$ cat src/rtl/snn_fixed_pkg.sv
// snn_fixed_pkg: Q1.15 fixed-point helpers and FSM states shared by the SNN datapath
package snn_fixed_pkg;
  localparam logic [15:0] Q15_MAX = 16'h7fff;
  localparam logic [15:0] Q15_MIN = 16'h8001;
  typedef enum logic [1:0] {IDLE, ACCUM, SCALE} state_t;
  // Sign-magnitude product so rounding is symmetric (truncation toward zero)
  function automatic logic [15:0] q15_mul(input logic [15:0] a, input logic [15:0] b);
    logic [15:0] ma, mb, m16;
    logic [31:0] p;
    logic [16:0] m;
    ma = a[15] ? -a : a;
    mb = b[15] ? -b : b;
    p = ma * mb;
    m = 17'(p >> 15);
    m16 = m > 17'd32767 ? 16'h7fff : m[15:0];
    return (a[15] ^ b[15]) ? -m16 : m16;
  endfunction
  // 8000 is never produced: the neuron multiplier treats it as a zero-magnitude operand
  function automatic logic [15:0] q15_sat_add(input logic [15:0] a, input logic [15:0] b);
    logic signed [16:0] s;
    s = {a[15], a} + {b[15], b};
    return s > 17'sd32767 ? Q15_MAX : s < -17'sd32767 ? Q15_MIN : s[15:0];
  endfunction
endpackage

$ cat src/rtl/syn_weight_rf.sv
// syn_weight_rf: N_SYN x 16 weight register file, sync clear, one write port, comb read
module syn_weight_rf #(
  parameter int N_SYN = 8
) (
  input  logic                     clk,
  input  logic                     rst_n,
  input  logic                     wr_en_i,
  input  logic [$clog2(N_SYN)-1:0] wr_addr_i,
  input  logic [15:0]              wr_data_i,
  input  logic [$clog2(N_SYN)-1:0] rd_addr_i,
  output logic [15:0]              rd_data_o
);
  logic [15:0] mem [N_SYN];
  always_ff @(posedge clk)
    if (!rst_n)
      for (int i = 0; i < N_SYN; i++) mem[i] <= '0;
    else if (wr_en_i)
      mem[wr_addr_i] <= wr_data_i;
  assign rd_data_o = mem[rd_addr_i];
endmodule

$ cat src/rtl/syn_current_accum.sv
// syn_current_accum: serial decaying synaptic-current accumulator, one synapse per clock
module syn_current_accum
  import snn_fixed_pkg::*;
#(
  parameter int          N_SYN   = 8,
  parameter logic [15:0] DECAY   = 16'h7ae1,
  parameter logic [15:0] H_SCALE = 16'h0148,
  parameter logic [15:0] I_BIAS  = 16'h0000
) (
  input  logic                     clk,
  input  logic                     rst_n,
  input  logic                     step_i,
  input  logic [N_SYN-1:0]         spike_vec_i,
  input  logic                     wr_en_i,
  input  logic [$clog2(N_SYN)-1:0] wr_addr_i,
  input  logic [15:0]              wr_data_i,
  output logic [15:0]              i_syn_o,
  output logic [15:0]              i_mul_h_o,
  output logic                     valid_o,
  output logic                     busy_o,
  output logic                     overrun_o
);
  localparam int IW = $clog2(N_SYN);
  state_t state, state_nx;
  logic [N_SYN-1:0] snap;
  logic [15:0] acc, w_rd, biased;
  logic [IW-1:0] idx;
  syn_weight_rf #(.N_SYN(N_SYN)) u_rf (
    .clk       (clk),
    .rst_n     (rst_n),
    .wr_en_i   (wr_en_i),
    .wr_addr_i (wr_addr_i),
    .wr_data_i (wr_data_i),
    .rd_addr_i (idx),
    .rd_data_o (w_rd)
  );
  always_ff @(posedge clk)
    state <= !rst_n ? IDLE : state_nx;
  always_comb
    state_nx = state == IDLE  ? (step_i ? ACCUM : IDLE) :
               state == ACCUM ? (idx == IW'(N_SYN - 1) ? SCALE : ACCUM) : IDLE;
  always_comb
    busy_o = state != IDLE;
  assign biased = q15_sat_add(acc, I_BIAS);
  always_ff @(posedge clk)
    if (!rst_n) begin
      snap      <= '0;
      acc       <= '0;
      idx       <= '0;
      i_syn_o   <= '0;
      i_mul_h_o <= '0;
      valid_o   <= 1'b0;
      overrun_o <= 1'b0;
    end else begin
      valid_o <= 1'b0;
      if (step_i && busy_o) overrun_o <= 1'b1;
      if (state == IDLE && step_i) begin
        snap <= spike_vec_i;
        acc  <= q15_mul(i_syn_o, DECAY);
        idx  <= '0;
      end
      if (state == ACCUM) begin
        if (snap[idx]) acc <= q15_sat_add(acc, w_rd);
        idx <= idx + 1'b1;
      end
      if (state == SCALE) begin
        i_syn_o   <= biased;
        i_mul_h_o <= q15_mul(biased, H_SCALE);
        valid_o   <= 1'b1;
      end
    end
endmodule

$ cat config.mk
export PLATFORM = sky130hd
export DESIGN_NAME = syn_current_accum
export DESIGN_NICKNAME = d
export VERILOG_FILES = /design/src/rtl/snn_fixed_pkg.sv /design/src/rtl/syn_weight_rf.sv /design/src/rtl/syn_current_accum.sv
export SDC_FILE = /design/constraint.sdc
export NUM_CORES = 1
export LEC_CHECK = 0
export CAP_MARGIN = 20
export CORE_MARGIN = 5
export CORE_UTILIZATION = 50
export CTS_BUF_LIST = sky130_fd_sc_hd__clkbuf_4 sky130_fd_sc_hd__clkbuf_8
export DETAILED_ROUTE_END_ITERATION = 12
export GPL_ROUTABILITY_DRIVEN = 0
export PLACE_DENSITY = 0.68
export SYNTH_ARGS = -nofsm -noshare
export SYNTH_HDL_FRONTEND = slang
export SYNTH_SLANG_ARGS = --single-unit
$ cat constraint.sdc
create_clock -name clk -period 14.3 [get_ports clk]
set_clock_uncertainty 0.05 [all_clocks]
set_input_delay 4.29 -clock clk [delete_from_list [all_inputs] [get_ports clk]]
set_output_delay 4.29 -clock clk [all_outputs]
set_load 0.05 [all_outputs]
== Word level (Yosys, flattened, before mapping) ==
Memories as Yosys holds them, arrays and structs flattened. A register that Yosys moved wholly into a read port is not among the register bits.
Cells that the tools add are included.
Word-level totals
  flip-flop bits (word level): 63
  RAM bits: 128
  input bits: 31
  memories kept: 1
Memory list
  u_rf.mem: words 8, width 16, rd ports 1, clocked after memory_dff 1, wr ports 8, line syn_weight_rf.sv:13  | logic [15:0] mem [N_SYN];
Cells by class
  add/subtract/negate cells: 6
  $mul: 2
  $lt $le $gt $ge: 7
  equal/unequal tests: 3
  multiplexer cells: 31
  reductions and logical operators: 6
Operators with widths (count)
  $mux W16: 13
  $neg A16 Y16: 3
  $mul A16 B15 Y31 const B: 1
  $mul A16 B6 Y22 const B: 1
  $add A16 B16 Y17: 1
  $gt A17 B16 Y1 const B: 1
  $lt A17 B16 Y1 const B: 1
  $gt A16 B15 Y1 const B: 1
  $gt A16 B16 Y1 const B: 1
  $lt A16 B16 Y1 const B: 1
  $neg A15 Y16: 1
  $reduce_or A16 Y1: 1
  $gt A10 B15 Y1 const B: 1
  $mux W15: 1
  $mux W3: 5
  $mux W1: 8
  $mux W2: 3
  $lt A3 B4 Y1 const B: 1
  $reduce_bool A2 Y1: 2
  $add A3 B1 Y3 const B: 1
  $bmux W1 S3: 1
  $eq A3 B3 Y1 const B: 1
  $eq A2 B1 Y1 const B: 1
  $eq A2 B2 Y1 const B: 1
  other kinds (2): 3

== Longest topological paths before layout ==
Gate-level depths: netlist (run 1).
  word-level depth: 10
  depth in mapped cells: 32

== Hierarchy ==
From an unflattened synthesis (run 1), not the netlist that was laid out.
Second synthesis, totals
  cells, all modules: 1706
  area total of the unflattened synthesis: 17043.8 um^2
By module, submodules not included
  syn_current_accum: times used 1, cells each 1333, area an instance 11238.3 um^2
  syn_weight_rf: times used 1, cells each 373, area an instance 5805.6 um^2

== Worst setup path after synthesis (run 1) ==
Ideal clock, no wire load.
  path type: reg-to-reg
  start point: register i_syn_o[2]
  end point: register acc[12]
  library setup time: 92 ps
  arrival time: 8307 ps
  required time: 14158 ps
  setup slack: 5851 ps
  cell stages (with the launch flop): 27
  path buffers: 2
  period minus slack after synthesis: 8449 ps
  path through: dfxtp_1 -> or4_1 -> nor2_1 -> nand3_1 -> nor4_1 -> ha_1 -> inv_1 -> fa_1 -> inv_1 -> fa_1 -> fa_1 -> fa_1 -> ha_1 -> ha_1 -> nand2_1 -> or2_2 -> clkbuf_1 -> a31o_2 -> a211oi_2 -> buf_4 -> nor2_1 -> ha_1 -> and3b_1 -> and3_1 -> nand4_1 -> a31oi_1 -> nor4_1
Between the ends
  word-level cells in the longest chain between the ends: 10
RTL lines
  from (decl): line syn_current_accum.sv:17  | output logic [15:0] i_syn_o,
  from (signal assigned): line syn_current_accum.sv:67  | i_syn_o <= biased;
  $neg A16 Y16: line snn_fixed_pkg.sv:11  | ma = a[15] ? -a : a;
  $mux W16 (*): line snn_fixed_pkg.sv:11
  $mul A16 B15 Y31 (*): line snn_fixed_pkg.sv:13  | p = ma * mb;
  $gt A16 B15 Y1: line snn_fixed_pkg.sv:15  | m16 = m > 17'd32767 ? 16'h7fff : m[15:0];
  $mux W16 (*): line snn_fixed_pkg.sv:15
  $neg A16 Y16: line snn_fixed_pkg.sv:16  | return (a[15] ^ b[15]) ? -m16 : m16;
  $mux W16 (*): line snn_fixed_pkg.sv:16
  $mux W16 (*): line syn_current_accum.sv:57  | if (state == IDLE && step_i) begin
  $mux W16: line syn_current_accum.sv:63  | if (snap[idx]) acc <= q15_sat_add(acc, w_rd);
  $mux W16 (*): line syn_current_accum.sv:62  | if (state == ACCUM) begin
  to (signal assigned): line syn_current_accum.sv:59  | acc <= q15_mul(i_syn_o, DECAY);
  to (signal assigned): line syn_current_accum.sv:63
  to (decl): line syn_current_accum.sv:26  | logic [15:0] acc, w_rd, biased;
Every way passes the cells marked *; elsewhere a longest branch is shown, timed or not.
A chain may end at the register's enable or synchronous reset.

== Worst setup path in the final report (run 1) ==
  start point: register i_syn_o[0]
  end point: register acc[12]
Same word-level chain as after synthesis.

==> impl_metrics.toml, run 1 <==
[run_status]
status = "completed"

[power]
power_leakage_uw = 0.00827
clkPwrFrac = 0.289
power.density_mw_per_mm2 = 68.4
power_uw = 1260
comb_power_share = 0.203
p_sw_frac = 0.312
pwr-share-seq = 0.508
irDropWorstVdd_v = 0.0000925
internal_power_uw = 864
switching_power_uw = 391

[die]
row_count = 67
dieArea_sq_mm = 0.0373
die_x_um = 193
die_h_um = 193
ios = 66
design.core.area_sq_mm = 0.0333
start_util = 0.504

[clocking]
clock-sinks = 194
h-tree-depth = 4
cts_made_buffers = 17
cts_hold_buf = 0
ctsResizeCount = 0
cts.clk_slew.worst_paths_ns = 0.12
cts_root_buf = "clkbuf_8"
cts_setup_buffers = 0
tritoncts = "built"
clk_latency_ns = 0.49
ctsLongestPathBuffers = 2

[logic_synthesis]
synth_xor_area_frac = 0.0421
synthMuxAreaShare = 0.0632
syn-cell-area_sq_mm = 0.0168
synthFlopType = "edfxtp_1"
postSynthAreaPerCell_sq_um = 10.1
synth_fa_ha_area_frac = 0.256
synth.distinct_cells = 85
synth_top_family_by_area = "adder cells"
synth-edff-count = 128
synthCells = 1658
synth-seq-cells = 194
async_flop_share = 0
yosys.area_share.simple = 0.155
yosysSeqAreaShare = 0.308
synth_compound_area_frac = 0.123
yosysWarnings = 0
syn-num-nets = 1974

[detailed_routing]
drc = 0
routed_via_density = 5.64
avgRoutedWirePerCell_um = 18.3
routed.top_layer = "met4"
vias = 12247
met3_length_mm = 1.85
drtIter0Drc = 826
antenna_left = 0
route.final.wire_length_mm = 39.7
drt_pass1_iterations = 5
met2_wirelength_mm = 19.8
m1WireLength_mm = 17.1

[timing]
timing.hold.ws_ns = 0.401
timing.setup.tns_ns = 0
rsz0062_at_grt = "no"
fmax_mhz = 118
hold_viol = 0
postLayoutSetupSlackWorst_ns = 5.85
slew_headroom = 0.284
fin_crit_sh = 0.591
finalCriticalPeriod_ns = 8.45
worstMarginPinSlew_ns = 1.07
drv_slew = 0
setup_viol = 0

[hold_path]
min_path_type = "reg -> reg"

[critical_path]
cp_slowest_cell = "xor2_1"
critPathMaxStageDelay_ns = 0.76
required_ns = 14.63
worst-path-max-fanout = 25
critical_path_class = "reg -> reg"
cp-end-kind = "flip-flop"
worstPathArrival_ns = 8.78
path_buf_inv = 2
path_delay_family = "adder cells"
worstSetupStartpointType = "flip-flop"

[final_layout]
area_delta_synth_final_pct = 9.53
antenna_cells = 0
drive_gt1_frac = 0.0812
num-fill-cells = 2912
nets = 2027

[grt]
track_usage = 0.221
grt_pass1_vias = 12506
grt_pass1_wl_mm = 65.2
antenna_found_initial = 0
grt_overflow = 0
grt_max_degree = 42

[place]
io_buffer_count = 65
dpl.hpwl_mm = 30.1
place_ws_ns = 5.98

[job]
cap_violations = 0
[cells in the mapped netlist (8+ instances only)]
master	number	area share
a211oi_1	17	0.0076
a21o_1	21	0.0094
a21oi_1	96	0.029
a31oi_1	17	0.0063
and2_1	141	0.053
and3_1	9	0.0034
clkbuf_1	45	0.010
dfxtp_1	66	0.079
edfxtp_1	128	0.23
fa_1	94	0.11
ha_1	191	0.14
inv_1	166	0.037
mux2_2	19	0.013
mux2i_1	8	0.0048
mux4_2	34	0.046
nand2_1	112	0.025
nand2b_1	13	0.0049
nand3_1	16	0.0048
nand4_1	9	0.0034
nor2_1	92	0.021
nor2b_1	14	0.0052
nor3_1	28	0.0084
nor4_1	15	0.0056
o211ai_1	11	0.0049
o21a_1	11	0.0049
o21ai_0	52	0.016
o21ai_1	11	0.0033
o22ai_1	8	0.0030
or3_1	12	0.0045
xnor2_1	52	0.027
xor2_1	24	0.013
[path summary, 6_finish.rpt]
| path | startpoint | cells after the start | to | slack, ns |
|---|---|---|---|---|
| worst min register to register | i_mul_h_o[13] | 2 | i_mul_h_o[13] | 0.40 |
| worst min-delay path | i_mul_h_o[13] | 2 | i_mul_h_o[13] | 0.40 |
| worst max-delay path | i_syn_o[0] | 26 | acc[12] | 5.85 |
| worst max register to register | i_syn_o[0] | 26 | acc[12] | 5.85 |
[metal layers]
layer | up-vias | global-route usage
met4 | 0 | 0.0651
li1 | 5980 | -
met2 | 310 | 0.386
met5 | - | 0
met3 | 54 | 0.0380
met1 | 5903 | 0.284
[cells by family after synthesis]
family	Yosys count
AND/OR/NAND/NOR	494
adder cells (fa/ha/maj)	287
buffers and inverters	230
XOR/XNOR	78
multiplexers	61
AO/OA/AOI/OAI	314
flip-flops	194
[worst min-delay path, cell delays in order (launching register included)]
cell     delay [ns]
dfxtp_1        0.33
nand2_1        0.05
nand2_1        0.04
[layout make-up]
| class | count | area, sq um | area share |
|---|---|---|---|
| clock buffer | 18 | 241 | 0.0132 |
| clock inverter | 14 | 155 | 0.00845 |
| inverter | 169 | 634 | 0.0345 |
| multi-input combinational | 1234 | 10700 | 0.584 |
| sequential | 194 | 5170 | 0.281 |
| tap | 448 | 561 | 0.0305 |
| timing repair buffer | 95 | 876 | 0.0477 |
[metrics by stage]
| stage | utilization | cell area [sq um] | instances |
|---|---|---|---|
| 2_1_floorplan | - | 16800 | 1658 |
| 3_3_place_gp | 0.540 | 18000 | 2140 |
| 3_5_place_dp | 0.540 | 18000 | 2140 |
| 4_1_cts | 0.552 | 18400 | 2172 |
| 5_1_grt | 0.552 | 18400 | 2172 |
| 6_report | 0.552 | 18400 | 2172 |
[state kept, by name, indices dropped and copies added (netlist names), named ones only]
| register | flops |
|---|---|
| u_rf.mem | 128 |
| acc | 16 |
| i_mul_h_o | 16 |
| i_syn_o | 16 |
| snap | 8 |
| idx | 3 |
| state | 2 |
| overrun_o | 1 |
| valid_o | 1 |
[cell usage in the layout, fill, tap and decap left out, types with 9 or more instances in the layout]
cell	instances
and3_1	9
ha_1	191
mux2_2	19
mux4_2	34
edfxtp_1	128
a31oi_1	17
buf_4	30
nand2_1	112
clkbuf_8	17
a21oi_1	96
dfxtp_1	65
nand3_1	16
nor2_1	92
inv_1	166
clkdlybuf4s50_1	65
or3_1	12
nand2b_1	13
a21o_1	21
o211ai_1	11
nor2b_1	13
fa_1	94
xnor2_1	52
o21a_1	11
a211oi_1	17
o21ai_0	46
and2_1	141
nand4_1	9
o21ai_1	17
nor3_1	28
xor2_1	24
nor4_1	14
[power by group through the flow]
stage	sequential [uW]	clock [uW]	combinational, uW
finish	637	363	255
CTS	637	370	256
detailed placement	650	0	254
global route	640	396	285
floorplan	644	0	190
global placement	649	0	249
No activity file was read; power rests on OpenSTA's default activity.
==> run 2, diff against run 1 <==
Clock period 14.3 ns to 8.9 ns, I/O delays scaled along.
==> impl_metrics.toml, run 2 (same netlist as run 1, synthesis figures left out) <==
[power]
power.density_mw_per_mm2 = 111
irDropWorstVdd_v = 0.000121
power_uw = 2040
power_leakage_uw = 0.00829

[critical_path]
path_delay_family = "adder cells"
worstSetupStartpointType = "flip-flop"
r2r_start = "i_syn_o[2]"
worst-path-max-fanout = 7
path_buf_inv = 1
worstPathArrival_ns = 8.57
cp_slowest_cell = "or4_1"
critical_path_class = "reg -> reg"
critPathMaxStageDelay_ns = 0.57
rr_endpoint = "acc[8]"
crit_chain = "or4_1 -> o21ai_0 -> xor2_1 -> clkinv_1 -> xnor2_1 -> ha_1 -> or2_2 -> fa_1 -> fa_1 -> fa_1 -> fa_1 -> ha_1 -> ha_1 -> nand2_1 -> or2_2 -> a311oi_1 -> a211oi_2 -> nor2_1 -> ha_1 -> and3b_1 -> nand3_1 -> o311ai_1 -> a31oi_1 -> nor3_1"
required_ns = 9.27
cp-end-kind = "flip-flop"
r2r_setup_slack_ns = 0.70
rr_worst_depth = 24

[final_layout]
drive_gt1_frac = 0.0828
antenna_cells = 0
nets = 2030
largest_reg_flops = 128
num-fill-cells = 2920
final_common_cell = "ha_1"
final_cell_mix = "191 x ha_1, 166 x inv_1, 141 x and2_1"
area_delta_synth_final_pct = 9.81
top_register = "u_rf.mem"
final_util = 0.553

[hold_path]
holdPathEnd = "i_mul_h_o[13]"
min_from = "i_mul_h_o[13]"
min_path_type = "reg -> reg"
hold-path-cell-count = 2

[timing]
drv_slew = 0
fmax_mhz = 122
rsz0062_at_grt = "no"
worstMarginPinSlew_ns = 1.05
hold_viol = 0
finalCriticalPeriod_ns = 8.20
timing.setup.tns_ns = 0
fin_crit_sh = 0.922
slew_headroom = 0.298
timing.hold.ws_ns = 0.403
setup_viol = 0

[place]
dpl.hpwl_mm = 30.1
io_buffer_count = 65

[clocking]
cts_hold_buf = 0
clk_latency_ns = 0.50
cts_root_buf = "clkbuf_8"
ctsLongestPathBuffers = 2
cts.clk_slew.worst_paths_ns = 0.14
cts_made_buffers = 17
tritoncts = "built"
clock-sinks = 194
ctsResizeCount = 0
h-tree-depth = 4
cts_setup_buffers = 0

[die]
die_h_um = 193
row_count = 67
die_x_um = 193
ios = 66
design.core.area_sq_mm = 0.0333
dieArea_sq_mm = 0.0373
start_util = 0.504

[grt]
grt_pass1_wl_mm = 65.5
antenna_found_initial = 0
grt_overflow = 0
grt_max_degree = 42
grt_pass1_vias = 12761
track_usage = 0.221

[detailed_routing]
drt_pass1_iterations = 5
avgRoutedWirePerCell_um = 18.1
vias = 12308
drtIter0Drc = 870
route.final.wire_length_mm = 39.4
drc = 0
antenna_left = 0
routed_via_density = 5.66

[job]
cap_violations = 0

[run_status]
status = "completed"
run 2: worst max-delay path by stage:
stage / from / endpoint / slack, ns / depth (start not counted)
after floorplan: i_syn_o[2] / acc[12] / 0.45 / 26
final: i_syn_o[2] / acc[8] / 0.70 / 24
after global placement: i_syn_o[2] / acc[12] / 1.06 / 27
after CTS: i_syn_o[2] / acc[8] / 0.75 / 24
after global routing: i_syn_o[2] / acc[6] / 0.12 / 27
after detailed placement: i_syn_o[2] / acc[14] / 0.84 / 24
run 2: worst min-delay path: stages, from the launching register on:
cell and delay, ns:
dfxtp_1 0.32, nand2_1 0.05, nand2_1 0.05
run 2: layout make-up:
cell class / count / area, sq um / share of cell area
multi-input cells: 1234 / 10700 / 0.583
flip-flops and latches: 194 / 5170 / 0.281
clock inverters: 14 / 176 / 0.00958
repair buffers: 98 / 902 / 0.0490
well taps: 448 / 561 / 0.0304
clock buffers: 18 / 241 / 0.0131
inverters: 169 / 634 / 0.0345
run 2: per-layer routing:
layer / GRT usage / up-vias / part of all wire
met4: 0.0586 / 0 / 0.021
met2: 0.383 / 315 / 0.50
met5: 0 / - / 0
li1: - / 5985 / -
met1: 0.292 / 5953 / 0.44
met3: 0.0317 / 55 / 0.047
run 2: power by group:
group	total, uW	internal (uW)	switching, uW
Combinational	413	173	240
Clock	604	222	382
Sequential	1020	1000	21.6
Total	2040	1400	644
run 2: metrics by stage:
stage / setup slack, ns / instances / instance area, sq um
finish: 0.696 / 2175 / 18400
global route: 0.119 / 2175 / 18400
CTS: 0.752 / 2175 / 18400
detailed placement: 0.836 / 2143 / 18000
global placement: 1.06 / 2142 / 18000
floorplan: 0.451 / 1658 / 16800
